### src/rtl/icebreaker_gpio_pkg.sv
// Shared constants for the icebreaker GPIO peripheral: register offsets, debounce sizing, address decode.
// Latency: n/a (declarations only). Backpressure: n/a.
// Debounce constants are only consumed when ICEBREAKER_GPIO_DEBOUNCE_EN is defined.
package icebreaker_gpio_pkg;

    localparam logic [7:0] OFF_IN       = 8'h00;
    localparam logic [7:0] OFF_OUT      = 8'h04;
    localparam logic [7:0] OFF_DIR      = 8'h08;
    localparam logic [7:0] OFF_RISE_EN  = 8'h0C;
    localparam logic [7:0] OFF_FALL_EN  = 8'h10;
    localparam logic [7:0] OFF_IRQ_PEND = 8'h14;
    localparam logic [7:0] OFF_DBNC     = 8'h18;

    localparam int         DBNC_W      = 16;
    localparam logic [1:0] DBNC_THRESH = 2'd3;

    typedef enum logic [2:0] {
        SEL_IN,
        SEL_OUT,
        SEL_DIR,
        SEL_RISE,
        SEL_FALL,
        SEL_PEND,
        SEL_DBNC,
        SEL_NONE
    } reg_sel_e;

    // Only word address bits [7:2] select a register; byte lanes are ignored.
    function automatic reg_sel_e decode(input logic [5:0] word);
        case ({word, 2'b00})
            OFF_IN:       return SEL_IN;
            OFF_OUT:      return SEL_OUT;
            OFF_DIR:      return SEL_DIR;
            OFF_RISE_EN:  return SEL_RISE;
            OFF_FALL_EN:  return SEL_FALL;
            OFF_IRQ_PEND: return SEL_PEND;
            OFF_DBNC:     return SEL_DBNC;
            default:      return SEL_NONE;
        endcase
    endfunction

endpackage

### src/rtl/icebreaker_gpio_input.sv
// Pad input conditioning: 2-flop synchronizer, optional debounce when ICEBREAKER_GPIO_DEBOUNCE_EN is defined.
// Latency: 2 cycles pad->stable (debounce bypassed or absent); debounce adds DBNC_THRESH prescaler ticks.
// Backpressure: none, free-running every cycle.
module icebreaker_gpio_input
    import icebreaker_gpio_pkg::*;
#(
    parameter int N = 8
) (
    input  logic              clk,
    input  logic              rst,
    input  logic [N-1:0]      pin_in,
`ifdef ICEBREAKER_GPIO_DEBOUNCE_EN
    input  logic [DBNC_W-1:0] dbnc,
    input  logic              dbnc_wr,
`endif
    output logic [N-1:0]      stable
);

    logic [N-1:0] meta;
    logic [N-1:0] sync;

    always_ff @(posedge clk) begin
        if (rst) begin
            meta <= '0;
            sync <= '0;
        end else begin
            meta <= pin_in;
            sync <= meta;
        end
    end

`ifdef ICEBREAKER_GPIO_DEBOUNCE_EN
    logic [DBNC_W-1:0] presc;
    logic              tick;
    logic [N-1:0]      stable_q;
    logic [1:0]        cnt [N];

    assign tick = (presc == dbnc);

    always_ff @(posedge clk) begin
        if (rst) begin
            presc    <= '0;
            stable_q <= '0;
            for (int i = 0; i < N; i++) cnt[i] <= '0;
        end else begin
            if (dbnc_wr || tick) presc <= '0;
            else                 presc <= presc + DBNC_W'(1);
            for (int i = 0; i < N; i++) begin
                // Tracking sync while bypassed keeps stable continuous when debounce is enabled.
                if (dbnc == '0) begin
                    stable_q[i] <= sync[i];
                    cnt[i]      <= '0;
                end else if (dbnc_wr) begin
                    cnt[i] <= '0;
                end else if (tick) begin
                    if (sync[i] != stable_q[i]) begin
                        if (cnt[i] == DBNC_THRESH - 2'd1) begin
                            stable_q[i] <= sync[i];
                            cnt[i]      <= '0;
                        end else begin
                            cnt[i] <= cnt[i] + 2'd1;
                        end
                    end else begin
                        cnt[i] <= '0;
                    end
                end
            end
        end
    end

    assign stable = (dbnc == '0) ? sync : stable_q;
`else
    assign stable = sync;
`endif

endmodule

### src/rtl/icebreaker_gpio_lite.sv
// Memory-mapped GPIO: direction/output regs, synchronized input, edge IRQ capture (W1C); DBNC reg with ICEBREAKER_GPIO_DEBOUNCE_EN.
// Latency: write visible next cycle, read data registered one cycle after gpio_en, pad->IRQ_PEND 3 cycles.
// Backpressure: none, accepts one access every cycle without stalling.
module icebreaker_gpio_lite
    import icebreaker_gpio_pkg::*;
#(
    parameter int N = 8
) (
    input  logic         clk,
    input  logic         rst,
    input  logic [31:0]  gpio_addr,
    input  logic [31:0]  gpio_wr_data,
    input  logic         gpio_en,
    input  logic         gpio_wr_en,
    output logic [31:0]  gpio_rd_data,
    input  logic [N-1:0] pin_in,
    output logic [N-1:0] pin_out,
    output logic [N-1:0] pin_oe,
    output logic         irq
);

    logic [N-1:0] out_r;
    logic [N-1:0] dir_r;
    logic [N-1:0] rise_en;
    logic [N-1:0] fall_en;
    logic [N-1:0] pend;
    logic [N-1:0] prev;
    logic [N-1:0] stable;
    logic [N-1:0] rise;
    logic [N-1:0] fall;
    logic [N-1:0] w1c;
    logic [N-1:0] wr_bits;
    logic [31:0]  rd_mux;
    logic         wr;
    logic         rd;
    reg_sel_e     sel;
    logic         unused_bits;

    assign sel     = decode(gpio_addr[7:2]);
    assign wr      = gpio_en & gpio_wr_en;
    assign rd      = gpio_en & ~gpio_wr_en;
    assign wr_bits = gpio_wr_data[N-1:0];
    assign w1c     = (wr && sel == SEL_PEND) ? wr_bits : '0;
    assign rise    = stable & ~prev & rise_en;
    assign fall    = ~stable & prev & fall_en;

    assign unused_bits = ^{gpio_addr[31:8], gpio_addr[1:0], gpio_wr_data};

`ifdef ICEBREAKER_GPIO_DEBOUNCE_EN
    logic [DBNC_W-1:0] dbnc_r;
    logic              dbnc_wr;

    assign dbnc_wr = wr && (sel == SEL_DBNC);

    always_ff @(posedge clk) begin
        if (rst)          dbnc_r <= '0;
        else if (dbnc_wr) dbnc_r <= gpio_wr_data[DBNC_W-1:0];
    end
`endif

    icebreaker_gpio_input #(.N(N)) u_input (
        .clk     (clk),
        .rst     (rst),
        .pin_in  (pin_in),
`ifdef ICEBREAKER_GPIO_DEBOUNCE_EN
        .dbnc    (dbnc_r),
        .dbnc_wr (dbnc_wr),
`endif
        .stable  (stable)
    );

    always_ff @(posedge clk) begin
        if (rst) begin
            out_r   <= '0;
            dir_r   <= '0;
            rise_en <= '0;
            fall_en <= '0;
            pend    <= '0;
            prev    <= '0;
        end else begin
            prev <= stable;
            // A new edge event overrides a W1C of the same bit in the same cycle.
            pend <= (pend & ~w1c) | rise | fall;
            if (wr) begin
                case (sel)
                    SEL_OUT:  out_r   <= wr_bits;
                    SEL_DIR:  dir_r   <= wr_bits;
                    SEL_RISE: rise_en <= wr_bits;
                    SEL_FALL: fall_en <= wr_bits;
                    default:  ;
                endcase
            end
        end
    end

    always_comb begin
        rd_mux = '0;
        case (sel)
            SEL_IN:   rd_mux[N-1:0] = stable;
            SEL_OUT:  rd_mux[N-1:0] = out_r;
            SEL_DIR:  rd_mux[N-1:0] = dir_r;
            SEL_RISE: rd_mux[N-1:0] = rise_en;
            SEL_FALL: rd_mux[N-1:0] = fall_en;
            SEL_PEND: rd_mux[N-1:0] = pend;
`ifdef ICEBREAKER_GPIO_DEBOUNCE_EN
            SEL_DBNC: rd_mux[DBNC_W-1:0] = dbnc_r;
`endif
            default:  ;
        endcase
    end

    always_ff @(posedge clk) begin
        if (rst)     gpio_rd_data <= '0;
        else if (rd) gpio_rd_data <= rd_mux;
    end

    assign pin_out = out_r;
    assign pin_oe  = dir_r;
    assign irq     = |pend;

endmodule

### config.mk
export PLATFORM = sky130hd
export DESIGN_NAME = icebreaker_gpio_lite
export DESIGN_NICKNAME = d
export VERILOG_FILES = /design/src/rtl/icebreaker_gpio_pkg.sv /design/src/rtl/icebreaker_gpio_input.sv /design/src/rtl/icebreaker_gpio_lite.sv
export SDC_FILE = /design/constraint.sdc
export NUM_CORES = 1
export LEC_CHECK = 0
export CORE_MARGIN = 2
export CORE_UTILIZATION = 46
export DETAILED_ROUTE_END_ITERATION = 10
export PLACE_DENSITY = 0.88
export SYNTH_ARGS = -nofsm -noshare
export SYNTH_HDL_FRONTEND = slang
export SYNTH_SLANG_ARGS = --single-unit
export TNS_END_PERCENT = 20
### constraint.sdc
create_clock -name clk -period 3.5 [get_ports clk]
set_clock_uncertainty 0.15 [all_clocks]
set_input_delay 0.7 -clock clk [delete_from_list [all_inputs] [get_ports clk]]
set_output_delay 0.7 -clock clk [all_outputs]
set_load 0.02 [all_outputs]
# Word level (Yosys, flattened, before mapping)

Cells that the tools add are included.

Eq/ne operators: 11
Multiplexer cells: 3
Bitwise operators: 13
Reductions and logical operators: 8

Operator list:

| kind                                                 | count |
|---|---|
| one-hot mux 8 bit (6 select lines)                   | 1 |
| bitwise AND 8 bit                                    | 5 |
| NOT 8 bit                                            | 3 |
| one-hot mux 3 bit (7 select lines)                   | 1 |
| equality test 6 x 3 -> 1 bit (second input constant) | 3 |
| OR 8 bit                                             | 2 |
| equality test 6 x 2 -> 1 bit (second input constant) | 2 |
| 2-to-1 mux 8 bit                                     | 1 |
| AND reduction 2 bit                                  | 4 |
| OR reduction 8 bit                                   | 1 |
| equality test 3 x 2 -> 1 bit (second input constant) | 2 |
| equality test 3 bit (second input constant)          | 2 |
| equality test 6 x 1 -> 1 bit (second input constant) | 1 |
| logical NOT 6 bit                                    | 1 |
| equality test 3 x 1 -> 1 bit (second input constant) | 1 |
| logical NOT 3 bit                                    | 1 |
| bitwise AND 1 bit                                    | 2 |
| logical AND 1 bit                                    | 1 |
| NOT 1 bit                                            | 1 |

Register bits after elaboration: 72
Bits of input ports: 76
Word-level logic and storage cells: 44

# Depth between registers and ports, before layout

Gate-level depths: netlist of the first run.

Depth in word-level cells: 9
Gate-level depth with buffers: 6
Mapped depth without buffers: 4

# By module

Synthesis of the first run repeated with hierarchy kept, for this count alone.

Cell total of the unflattened synthesis: 352
Area total of the unflattened synthesis: 3316.9 um^2

Modules (own cells, without submodules):

| module                | times used | cells each | area an instance (um^2) | sequential area each (um^2) |
|---|---|---|---|---|
| icebreaker_gpio_lite  | 1          | 319        | 2852.7                  | 1121.1 |
| icebreaker_gpio_input | 1          | 33         | 464.2                   | 320.3 |

# Worst setup path after synthesis of the first run

Ideal clock, no wire load.

Path kind: input to register
Start: input gpio_addr[7]
End: register fall_en[3]
Setup time: 0.128 ns
Arrival time: 2.169 ns
Setup slack: 1.053 ns
Cell stages on the path: 5
Cell sequence: or4_1 -> buf_6 -> nor4_4 -> mux2i_1 -> nor2_1

Cells in the longest elaborated chain, start to end: 4
Elaborated cells between the ends (all ways): 10

RTL lines:

| what                                                 | RTL line                   | RTL |
|---|---|---|
| start: declaration                                   | icebreaker_gpio_lite.sv:11 | `input logic [31:0] gpio_addr,` |
| equality test 6 x 3 -> 1 bit (tied with other cells) | icebreaker_gpio_pkg.sv:30  | `case ({word, 2'b00})` |
| one-hot mux 3 bit (7 select lines) *                 | icebreaker_gpio_pkg.sv:30  |  |
| equality test 3 bit *                                | icebreaker_gpio_lite.sv:85 | `case (sel)` |
| AND reduction 2 bit (no source line) *               | --                         |  |
| end signal: assignment                               | icebreaker_gpio_lite.sv:89 | `SEL_FALL: fall_en <= wr_bits;` |
| end: declaration                                     | icebreaker_gpio_lite.sv:25 | `logic [N-1:0] fall_en;` |

Every way passes the cells marked *; elsewhere a longest branch is shown, timed or not.
A chain may end at the register's enable or synchronous reset.

# Worst setup path in the final report of the first run

Start: input gpio_addr[6]
End: register fall_en[6]

The elaborated chain is that of the path after synthesis.

==> out/qor.log, run 1 <==
[die] I/O pin total 125
[clocking] Clk pin slew, worst setup/hold paths 0.08 ns
[detailed_routing] average detailed-routed wire length per instance 15.2 µm
[sta] Slew Limit Headroom 56.5%
[worst_setup_path] flop2flop setup slack 2.08 ns
[sta] fraction of the cycle the final worst path needs 78.5%
[clocking] CTS root buffer sky130_fd_sc_hd__clkbuf_8
[cells_and_area] share of cells above drive strength 1 9.85%
[clocking] number of gates resized after CTS 0
[worst_setup_path] category of the critical setup timing path in2reg
[clocking] number of setup buffers added after CTS 0
[logic_synthesis] post-synthesis cell type count 34
[clocking] TritonCTS clock tree built
[sta] number of setup violations in the final report 0
[sta] shortest clock period the worst path allows after layout 2.75 ns
[logic_synthesis] dominant synthesized flop cell sky130_fd_sc_hd__dfxtp_1
[logic_synthesis] flip-flop and latch count after synthesis 72
[worst_setup_path] endpoint kind of the worst setup timing path flip-flop
[die] Die Span Y 87.1 µm
[clocking] H-tree depth 3
[cells_and_area] Final #Nets 467
[pwr] Leak 1.40 nW
[detailed_routing] violation count after the first detailed-routing iteration 177
[global_route] largest net degree at the start of global routing 37
[logic_synthesis] Yosys warnings 0
[clocking] Hold-fix buffers, CTS 0
[placement] total placed instance area 0.00374 mm²
[clocking] clock sinks 72
[clocking] Num CTS Buffers 9
[cells_and_area] final design area excluding fillers 0.00391 mm²
[worst_setup_path] crit path max fanout 7
[sta] Fmax 364 MHz
[die] starting utilization of the core area 47.3%
[detailed_routing] final WL 7230 µm
[detailed_routing] Vias per Instance 5.43
[placement] I/O Buffers 50
[logic_synthesis] post-synthesis sequential area ratio 45.4%
[sta] number of pins with negative max-slew slack in the final report 0
[detailed_routing] ANT nets after route 0
[detailed_routing] via count 2,584
[worst_setup_path] Critical Path RT 3.57 ns
[detailed_routing] Residual DRC 0
[worst_setup_path] Crit path arrival time 2.81 ns
[pwr] Peak supply drop 0.000197 V
[worst_setup_path] Critical Path Start Type input pin
[logic_synthesis] Syn Inst Count 330
[global_route] wire length of the first global-routing pass 11,600 µm
[logic_synthesis] number of flops mapped to enable cells by yosys 0
[min_path] Hold WC Path Type reg2reg
[global_route] sum of overflow across all layers after global routing 0
[sta] final hold violation count 0
[cells_and_area] commonest cells after routing, fill and taps aside sky130_fd_sc_hd__dfxtp_1, sky130_fd_sc_hd__clkdlybuf4s50_1, sky130_fd_sc_hd__mux2i_1
[cells_and_area] area overhead of the layout relative to synthesis 23.2%
[placement] post-DP HPWL 5170 µm
[cells_and_area] number of fill cells in the layout 569
[detailed_routing] drt pass-1 iters 4
[sta] Least-Margin Pin Slew 0.653 ns
[sta] unrepaired setup endpoints after global routing false
[die] Floorplan Core Area 0.00672 mm²
[logic_synthesis] synthesized area 0.00318 mm²
[flow_run] reported max-cap violation count 0
[placement] final weighted congestion in routability-driven placement 0.902
[clocking] maximum root-to-sink buffer count 2
[cells_and_area] number of inserted diodes 0
[logic_synthesis] Post-synth ARST share 0%
[global_route] number of antenna violations at the first check in global routing 0
[pwr] Power per Cell Area 395 mW/mm²
[clocking] insertion delay to the later sink of the worst-skew pair 0.35 ns
[pwr] post-layout total power 0.00155 W
[logic_synthesis] Avg Cell Area, Syn 9.62 µm²
[run_status] outcome finished, final reports clean
[die] Std-Cell Rows 30
[global_route] global-route total usage across every layer 20.1%
[sta] Total Neg Setup Slack 0 ns
[die] floorplan die width 87.1 µm
[cells_and_area] commonest non-fill, non-tap cell in the layout sky130_fd_sc_hd__dfxtp_1
[global_route] number of global-route vias before repair 2,292
[die] area enclosed by the die boundary 0.00758 mm²
## worst max-delay path, stage by stage
cell	delay, ns
sky130_fd_sc_hd__clkdlybuf4s50_1	0.46
sky130_fd_sc_hd__or4_1	0.72
sky130_fd_sc_hd__nor4_4	0.46
sky130_fd_sc_hd__buf_4	0.23
sky130_fd_sc_hd__mux2i_1	0.19
sky130_fd_sc_hd__nor2_1	0.06
## per-stage QoR
step                std cells  setup WS (ns)  util, %  hold slack [ns]
global route              476          0.589     58.2            0.295
finish                    476          0.751     58.2            0.281
detailed placement        460          0.396     55.7            0.273
CTS                       476          0.750     58.2            0.285
global placement          460          0.441     55.7            0.268
floorplan                 353           1.05        -            0.264
## sequential cells by signal (all words and copies together) (netlist names)
signal,cells
fall_en,8
gpio_rd_data,8
pend,8
pin_oe,8
pin_out,8
prev,8
rise_en,8
u_input.meta,8
u_input.stable,8
## power breakdown
part | internal, W | switching (W) | total (W)
clock network | 0.000275 | 0.000307 | 0.000582
logic | 0.0000502 | 0.0000769 | 0.000127
registers | 0.000831 | 0.00000616 | 0.000837
## worst paths after layout
check / cells past startpoint / to / from
worst min-delay path: 1 / u_input.stable[4] / u_input.meta[4]
worst min register to register: 1 / u_input.stable[4] / u_input.meta[4]
worst max register to register: 3 / gpio_rd_data[6] / rise_en[6]
worst max-delay path: 6 / fall_en[6] / gpio_addr[6]
## logic make-up after synthesis
family / count (synthesis) / share of synthesized area (%)
AO/OA/AOI/OAI: 50 / 10.3
buffers and inverters: 52 / 9.26
multiplexers: 43 / 14.3
other: 1 / 0.118
AND/OR/NAND/NOR: 112 / 20.6
flip-flops: 72 / 45.4
## metal layers
| metal | GRT usage (%) | share of wire (%) | wire length (µm) | vias to the layer above |
|---|---|---|---|---|
| li1 | - | - | - | 1241 |
| met1 | 27.2 | 45 | 3220 | 1236 |
| met2 | 31.3 | 47 | 3380 | 97 |
| met3 | 5.50 | 7.5 | 544 | 10 |
| met4 | 6.39 | 1.1 | 80 | 0 |
| met5 | 0 | 0 | 0 | - |
## Yosys cell counts (2+ instances only)
master,n,area share [%]
sky130_fd_sc_hd__nor4_1,4,0.79
sky130_fd_sc_hd__nand3b_1,20,4.7
sky130_fd_sc_hd__a211oi_1,7,1.7
sky130_fd_sc_hd__mux2i_1,41,13
sky130_fd_sc_hd__o21ai_0,10,1.6
sky130_fd_sc_hd__nor2b_1,24,4.7
sky130_fd_sc_hd__clkbuf_1,14,1.7
sky130_fd_sc_hd__and2_1,3,0.59
sky130_fd_sc_hd__nand2_1,3,0.35
sky130_fd_sc_hd__a22oi_1,2,0.47
sky130_fd_sc_hd__a221oi_1,6,1.7
sky130_fd_sc_hd__a31oi_1,8,1.6
sky130_fd_sc_hd__dfxtp_1,72,45
sky130_fd_sc_hd__or4_1,2,0.47
sky130_fd_sc_hd__nand2b_1,4,0.79
sky130_fd_sc_hd__nor3_4,2,1.0
sky130_fd_sc_hd__mux4_2,2,1.4
sky130_fd_sc_hd__buf_4,24,5.7
sky130_fd_sc_hd__a22o_1,2,0.55
sky130_fd_sc_hd__nor3_1,10,1.6
sky130_fd_sc_hd__inv_1,11,1.3
sky130_fd_sc_hd__a21oi_1,12,1.9
sky130_fd_sc_hd__nor2_1,36,4.3
## area by class of cell
type                       instances  area (µm²)  area share [%]
clock inverter                     5        31.3           0.799
multi-input combinational        229        1530            39.0
sequential                        72        1440            36.8
timing repair buffer              68         631            16.1
clock buffer                      11         141            3.61
tap                               80         100            2.56
inverter                          11        41.3            1.06
Power figures use the tool's default switching activity.
==> run 2, diff against run 1 <==
--- a/config.mk
+++ b/config.mk
@@ -6,9 +6,9 @@
 export NUM_CORES = 1
 export LEC_CHECK = 0
 export CORE_MARGIN = 2
-export CORE_UTILIZATION = 46
+export CORE_UTILIZATION = 44
 export DETAILED_ROUTE_END_ITERATION = 10
-export PLACE_DENSITY = 0.88
+export PLACE_DENSITY = 0.85
 export SYNTH_ARGS = -nofsm -noshare
 export SYNTH_HDL_FRONTEND = slang
 export SYNTH_SLANG_ARGS = --single-unit
==> constraint.sdc (replaced) <==
create_clock -name clk -period 2.9 [get_ports clk]
set_clock_uncertainty 0.15 [all_clocks]
set_input_delay 0.58 -clock clk [delete_from_list [all_inputs] [get_ports clk]]
set_output_delay 0.58 -clock clk [all_outputs]
set_load 0.02 [all_outputs]
==> run 2 against run 1 <==
Cell count grew 3.6%. Core utilization shrank 0.26 points. Hold slack gained 0.0078 ns. Critical path depth shrank 3. Non-clock buffer count grew 1. Die area grew 4.3%. Combinational power grew 24%. Largest cell class unchanged. Sequential share of layout area shrank 0.84 points.
==> out/qor.log, run 2 (same netlist as run 1, synthesis figures left out) <==
[die] floorplan die width 89.0 µm [+2.1%]
[worst_setup_path] category of the critical setup timing path reg2out
[clocking] clock sinks 72 [unchanged]
[detailed_routing] Residual DRC 0 [unchanged]
[min_path] Hold WC Path Type reg2reg
[sta] Least-Margin Pin Slew 0.536 ns [-0.117 ns]
[clocking] Clk pin slew, worst setup/hold paths 0.08 ns [about the same]
[pwr] Power per Cell Area 491 mW/mm² [+24%]
[pwr] Peak supply drop 0.000344 V [+75%]
[clocking] H-tree depth 3 [unchanged]
[sta] shortest clock period the worst path allows after layout 2.50 ns
[global_route] number of antenna violations at the first check in global routing 0 [unchanged]
[detailed_routing] met2 wirelength from detailed routing 3390 µm [+0.18%]
[die] Floorplan Core Area 0.00691 mm² [+2.8%]
[min_path] Worst Hold Endpoint u_input.stable[7]
[clocking] maximum root-to-sink buffer count 2 [unchanged]
[sta] Total Neg Setup Slack 0 ns [unchanged]
[detailed_routing] ANT nets after route 0 [unchanged]
[detailed_routing] Vias per Instance 5.20 [-4.2%]
[pwr] register share of total power 51.4% [-2.7 points]
[cells_and_area] number of inserted diodes 0 [unchanged]
[cells_and_area] Final #Nets 468 [+0.21%]
[global_route] sum of overflow across all layers after global routing 0 [unchanged]
[detailed_routing] metal3 WL 494 µm [-9.2%]
[worst_setup_path] Critical Path RT 2.17 ns [-1.40 ns]
[clocking] number of setup buffers added after CTS 0 [unchanged]
[pwr] clock network power share 40.6% [+3.0 points]
[pwr] total net switching power 0.000456 W [+17%]
[cells_and_area] final design area excluding fillers 0.00400 mm² [+2.3%]
[detailed_routing] Max Used Layer met4
[cells_and_area] share of cells above drive strength 1 9.82% [-0.025 points]
[sta] Slew Limit Headroom 64.3% [+7.8 points]
[worst_setup_path] depth of the worst register-to-register path 3 [unchanged]
[detailed_routing] met1 layer wirelength in the final routing 3360 µm [+4.5%]
[min_path] Worst Hold Depth 1 [unchanged]
[global_route] global-route total usage across every layer 19.7% [-0.44 points]
[placement] final weighted congestion in routability-driven placement 0.915 [+1.5%]
[pwr] Switching Share 23.2% [-2.0 points]
[die] Std-Cell Rows 30 [unchanged]
[detailed_routing] final WL 7410 µm [+2.6%]
[sta] final hold violation count 0 [unchanged]
[flow_run] reported max-cap violation count 0 [unchanged]
[die] Die Span Y 89.0 µm [+2.1%]
[cells_and_area] commonest non-fill, non-tap cell in the layout sky130_fd_sc_hd__dfxtp_1
[detailed_routing] via count 2,564 [-0.77%]
[worst_setup_path] Crit path arrival time 1.77 ns [-1.04 ns]
[placement] total placed instance area 0.00380 mm² [+1.7%]
[worst_setup_path] flop2flop setup slack 1.51 ns [-0.57 ns]
[sta] number of setup violations in the final report 0 [unchanged]
[pwr] Leak 1.43 nW [+2.1%]
[sta] Fmax 400 MHz
[clocking] CTS root buffer sky130_fd_sc_hd__clkbuf_8
[clocking] insertion delay to the later sink of the worst-skew pair 0.35 ns [about the same]
[placement] post-DP HPWL 5110 µm [-1.2%]
[clocking] number of gates resized after CTS 0 [unchanged]
[worst_setup_path] Critical Path Start Type flip-flop
[detailed_routing] drt pass-1 iters 4 [unchanged]
[detailed_routing] average detailed-routed wire length per instance 15.0 µm [-0.95%]
[clocking] Num CTS Buffers 9 [unchanged]
[die] area enclosed by the die boundary 0.00791 mm² [+4.3%]
[die] starting utilization of the core area 46.0% [-1.3 points]
[run_status] outcome finished, final reports clean
[global_route] largest net degree at the start of global routing 46 [+24%]
[worst_setup_path] endpoint kind of the worst setup timing path primary output
[detailed_routing] violation count after the first detailed-routing iteration 206 [+16%]
[sta] unrepaired setup endpoints after global routing false
[die] I/O pin total 125 [unchanged]
[global_route] wire length of the first global-routing pass 11,800 µm [+1.4%]
[pwr] fraction of power consumed by combinational cells 8.0% [-0.2 points]
[global_route] number of global-route vias before repair 2,395 [+4.5%]
[worst_setup_path] endpoint of the lowest-slack register-to-register path gpio_rd_data[5]
[clocking] TritonCTS clock tree built
[pwr] Int Pwr 0.00151 W [+30%]
[worst_setup_path] RR Startpoint pin_oe[5]
[cells_and_area] commonest cells after routing, fill and taps aside sky130_fd_sc_hd__dfxtp_1, sky130_fd_sc_hd__clkdlybuf4s50_1, sky130_fd_sc_hd__mux2i_1
[min_path] launch point of the worst hold path u_input.meta[7]
[worst_setup_path] worst setup path start pend[0]
[cells_and_area] area overhead of the layout relative to synthesis 26.1%
[sta] number of pins with negative max-slew slack in the final report 0 [unchanged]
[placement] I/O Buffers 50 [unchanged]
[worst_setup_path] crit path max fanout 3 [-4]
[clocking] Hold-fix buffers, CTS 0 [unchanged]
[sta] worst slack on hold paths 0.289 ns [+0.00775 ns]
[sta] fraction of the cycle the final worst path needs 86.3%
==> run 2: how the worst max path moves through the flow <==
stage / end / slack [ns] / cells past startpoint
3_3_place_gp: fall_en[3] / 0.09 / 6
6_report: irq / 0.40 / 3
3_5_place_dp: fall_en[6] / 0.1 / 6
2_1_floorplan: fall_en[3] / 0.57 / 5
5_1_grt: rise_en[0] / 0.29 / 6
4_1_cts: irq / 0.37 / 3
==> run 2: through the flow <==
step           worst slack (ns)  power (W)  utilization (%)  std cells
2_1_floorplan             0.573    0.00114                -        353
3_3_place_gp             0.0949    0.00118             55.1        477
3_5_place_dp             0.0991    0.00119             55.1        477
4_1_cts                   0.374    0.00198             58.0        493
5_1_grt                   0.289    0.00204             58.0        493
6_report                  0.398    0.00196             58.0        493
==> run 2: area by class of cell <==
type	count	area [µm²]
multi-input cells	229	1530
flip-flops and latches	72	1440
clock buffers	13	159
clock inverters	3	40.0
inverters	11	41.3
repair buffers	69	676
fillers	607	2900
well taps	96	120
==> run 2: metal layers <==
metal,global-route usage (%),up-vias
met1,26.3,1204
met2,30.7,99
met3,4.06,16
met4,9.36,0
met5,0,-
li1,-,1245
==> run 2: power by group through the flow <==
stage | combinational [W] | sequential, W | clock, W
final | 0.000157 | 0.00101 | 0.000798
after global routing | 0.000170 | 0.00101 | 0.000858
after CTS | 0.000156 | 0.00101 | 0.000812
after detailed placement | 0.000155 | 0.00103 | 0
after global placement | 0.000153 | 0.00103 | 0
after floorplan | 0.000114 | 0.00103 | 0
==> run 2: worst max-delay path: stages (launching register included) <==
cell and delay, ns:
sky130_fd_sc_hd__dfxtp_1 0.34, sky130_fd_sc_hd__nor4_1 0.40, sky130_fd_sc_hd__nand2_1 0.13, sky130_fd_sc_hd__clkdlybuf4s50_1 0.56
==> patch (flow settings as in run 2) <==
`N` is set to 8 in 2 places; all go to 9.
--- a/src/rtl/icebreaker_gpio_input.sv
+++ b/src/rtl/icebreaker_gpio_input.sv
@@ -6,3 +6,3 @@
 #(
-    parameter int N = 8
+    parameter int N = 9
 ) (
--- a/src/rtl/icebreaker_gpio_lite.sv
+++ b/src/rtl/icebreaker_gpio_lite.sv
@@ -6,3 +6,3 @@
 #(
-    parameter int N = 8
+    parameter int N = 9
 ) (
Ports: changed (resized pin_in, pin_oe and pin_out); port bits go from 125 to 128. No check against the original RTL was run, so the function may have changed too.
==> patch against run 2 <==
  * Sequential power is 14% higher
  * Design area is 11% higher
  * Non-clock buffer count is 2 lower
  * Area after synthesis is 18% higher
  * Wire length is 30% higher
  * Worst setup slack better by 0.029 ns
  * Power is 10% higher
  * Sequential cell count is 9 higher
  * Die area is 17% higher
  * Hold slack better by 0.0083 ns
  * Count of clock-buffer cells in the layout is 1 higher
==> patch: results (changes against run 2) <==
- Vias in the first global route: 3040 (was 2395)
- Post-synth cell types: 35 (was 34)
- Post-DP HPWL: 6240 µm (was 5110 µm)
- Detailed Route Iter0 Violations: 409 (was 206)
- Placer congestion estimate: 0.848 (was 0.915)
- P_leak: 1.49 nW (was 1.43 nW)
- FF-to-FF End: gpio_rd_data[7]$_SDFFE_PP0P_ (was gpio_rd_data[5]$_SDFFE_PP0P_)
- Switching Share: 25.0% (was 23.2%)
- Number of port buffers: 55 (was 50)
- M1 GR Usage: 29.2% (was 26.3%)
- DP Cell Count: 526 (was 477)
- Final Critical Period: 2.47 ns (was 2.50 ns)
- Arrival @ worst endpoint: 1.74 ns (was 1.77 ns)
- VDD IR max: 0.250 mV (was 0.344 mV)
- Met3 Track Usage GR: 3.99% (was 4.06%)
- P_seq: 1.15 mW (was 1.01 mW)
- Register area share after synthesis: 43.4% (was 45.4%)
- P_clk: 789 µW (was 798 µW)
- Synth cell count leaders: 81 x dfxtp_1, 36 x a21oi_1, 34 x o31ai_1 (was 72 x dfxtp_1, 41 x mux2i_1, 36 x nor2_1)
- TritonRoute pass-1 iters: 5 (was 4)
- Reg2Reg Launch Point: rise_en[7]$_SDFFE_PP0P_ (was pin_oe[5]$_SDFFE_PP0P_)
- Worst-Margin Slew: 0.769 ns (was 0.536 ns)
- Layout cell share with drive strength beyond 1: 11.4% (was 9.82%)
- Status: finished, final reports clean (unchanged)
- Top post-synthesis cells by area: dfxtp_1 43%, o31ai_1 6.8%, mux4_2 5.4% (was dfxtp_1 45%, mux2i_1 13%, buf_4 5.7%)
- WHS Endpoint: u_input.stable[0]$_SDFF_PP0_ (was u_input.stable[7]$_SDFF_PP0_)
[patch: area by class of cell]
cell class,count,area [µm²],area share (%)
Tap cell,105,131,2.95
Sequential cell,81,1620,36.4
Timing Repair Buffer,67,673,15.1
Clock inverter,2,10.0,0.225
Multi-Input combinational cell,263,1800,40.3
Inverter,10,37.5,0.843
Clock buffer,14,183,4.10
[patch: per-layer routing]
layer / vias up / part of all wire, %
li1: 1486 / -
met1: 1530 / 42
met2: 183 / 46
met3: 18 / 9.9
met4: 0 / 2.0
met5: - / 0
[patch: logic make-up (layout without fill, tap and decap cells)]
logic type	count (synthesis)	in the layout	synth area share [%]
and+or+nand+nor	123	123	20.5
AOI/OAI and AO/OA	99	99	17.1
other	1	23	0.100
DFF	81	81	43.4
muxes	18	18	8.13
buffers and inverters	71	93	10.8
[patch: worst max-delay path: stages (launching register included)]
cell and delay (ns):
dfxtp_1 0.34, nor4_1 0.34, nand3_1 0.14, clkdlybuf4s50_1 0.57
[patch: how the worst max path moves through the flow]
stage                            start                 endpoint
floorplan                 gpio_addr[2]   pin_oe[8]$_SDFFE_PP0P_
global placement          gpio_addr[7]       pend[0]$_SDFF_PP0_
detailed placement        gpio_addr[7]  rise_en[2]$_SDFFE_PP0P_
CTS                 pend[4]$_SDFF_PP0_                      irq
global route        pend[4]$_SDFF_PP0_                      irq
finish              pend[4]$_SDFF_PP0_                      irq
[patch: through the flow]
step | area [µm²] | power, mW | hold WS, ns
global placement | 4260 | 1.40 | 0.271
finish | 4450 | 2.17 | 0.297
floorplan | 3820 | 1.33 | 0.264
global route | 4450 | 2.24 | 0.309
CTS | 4450 | 2.18 | 0.301
detailed placement | 4260 | 1.40 | 0.282
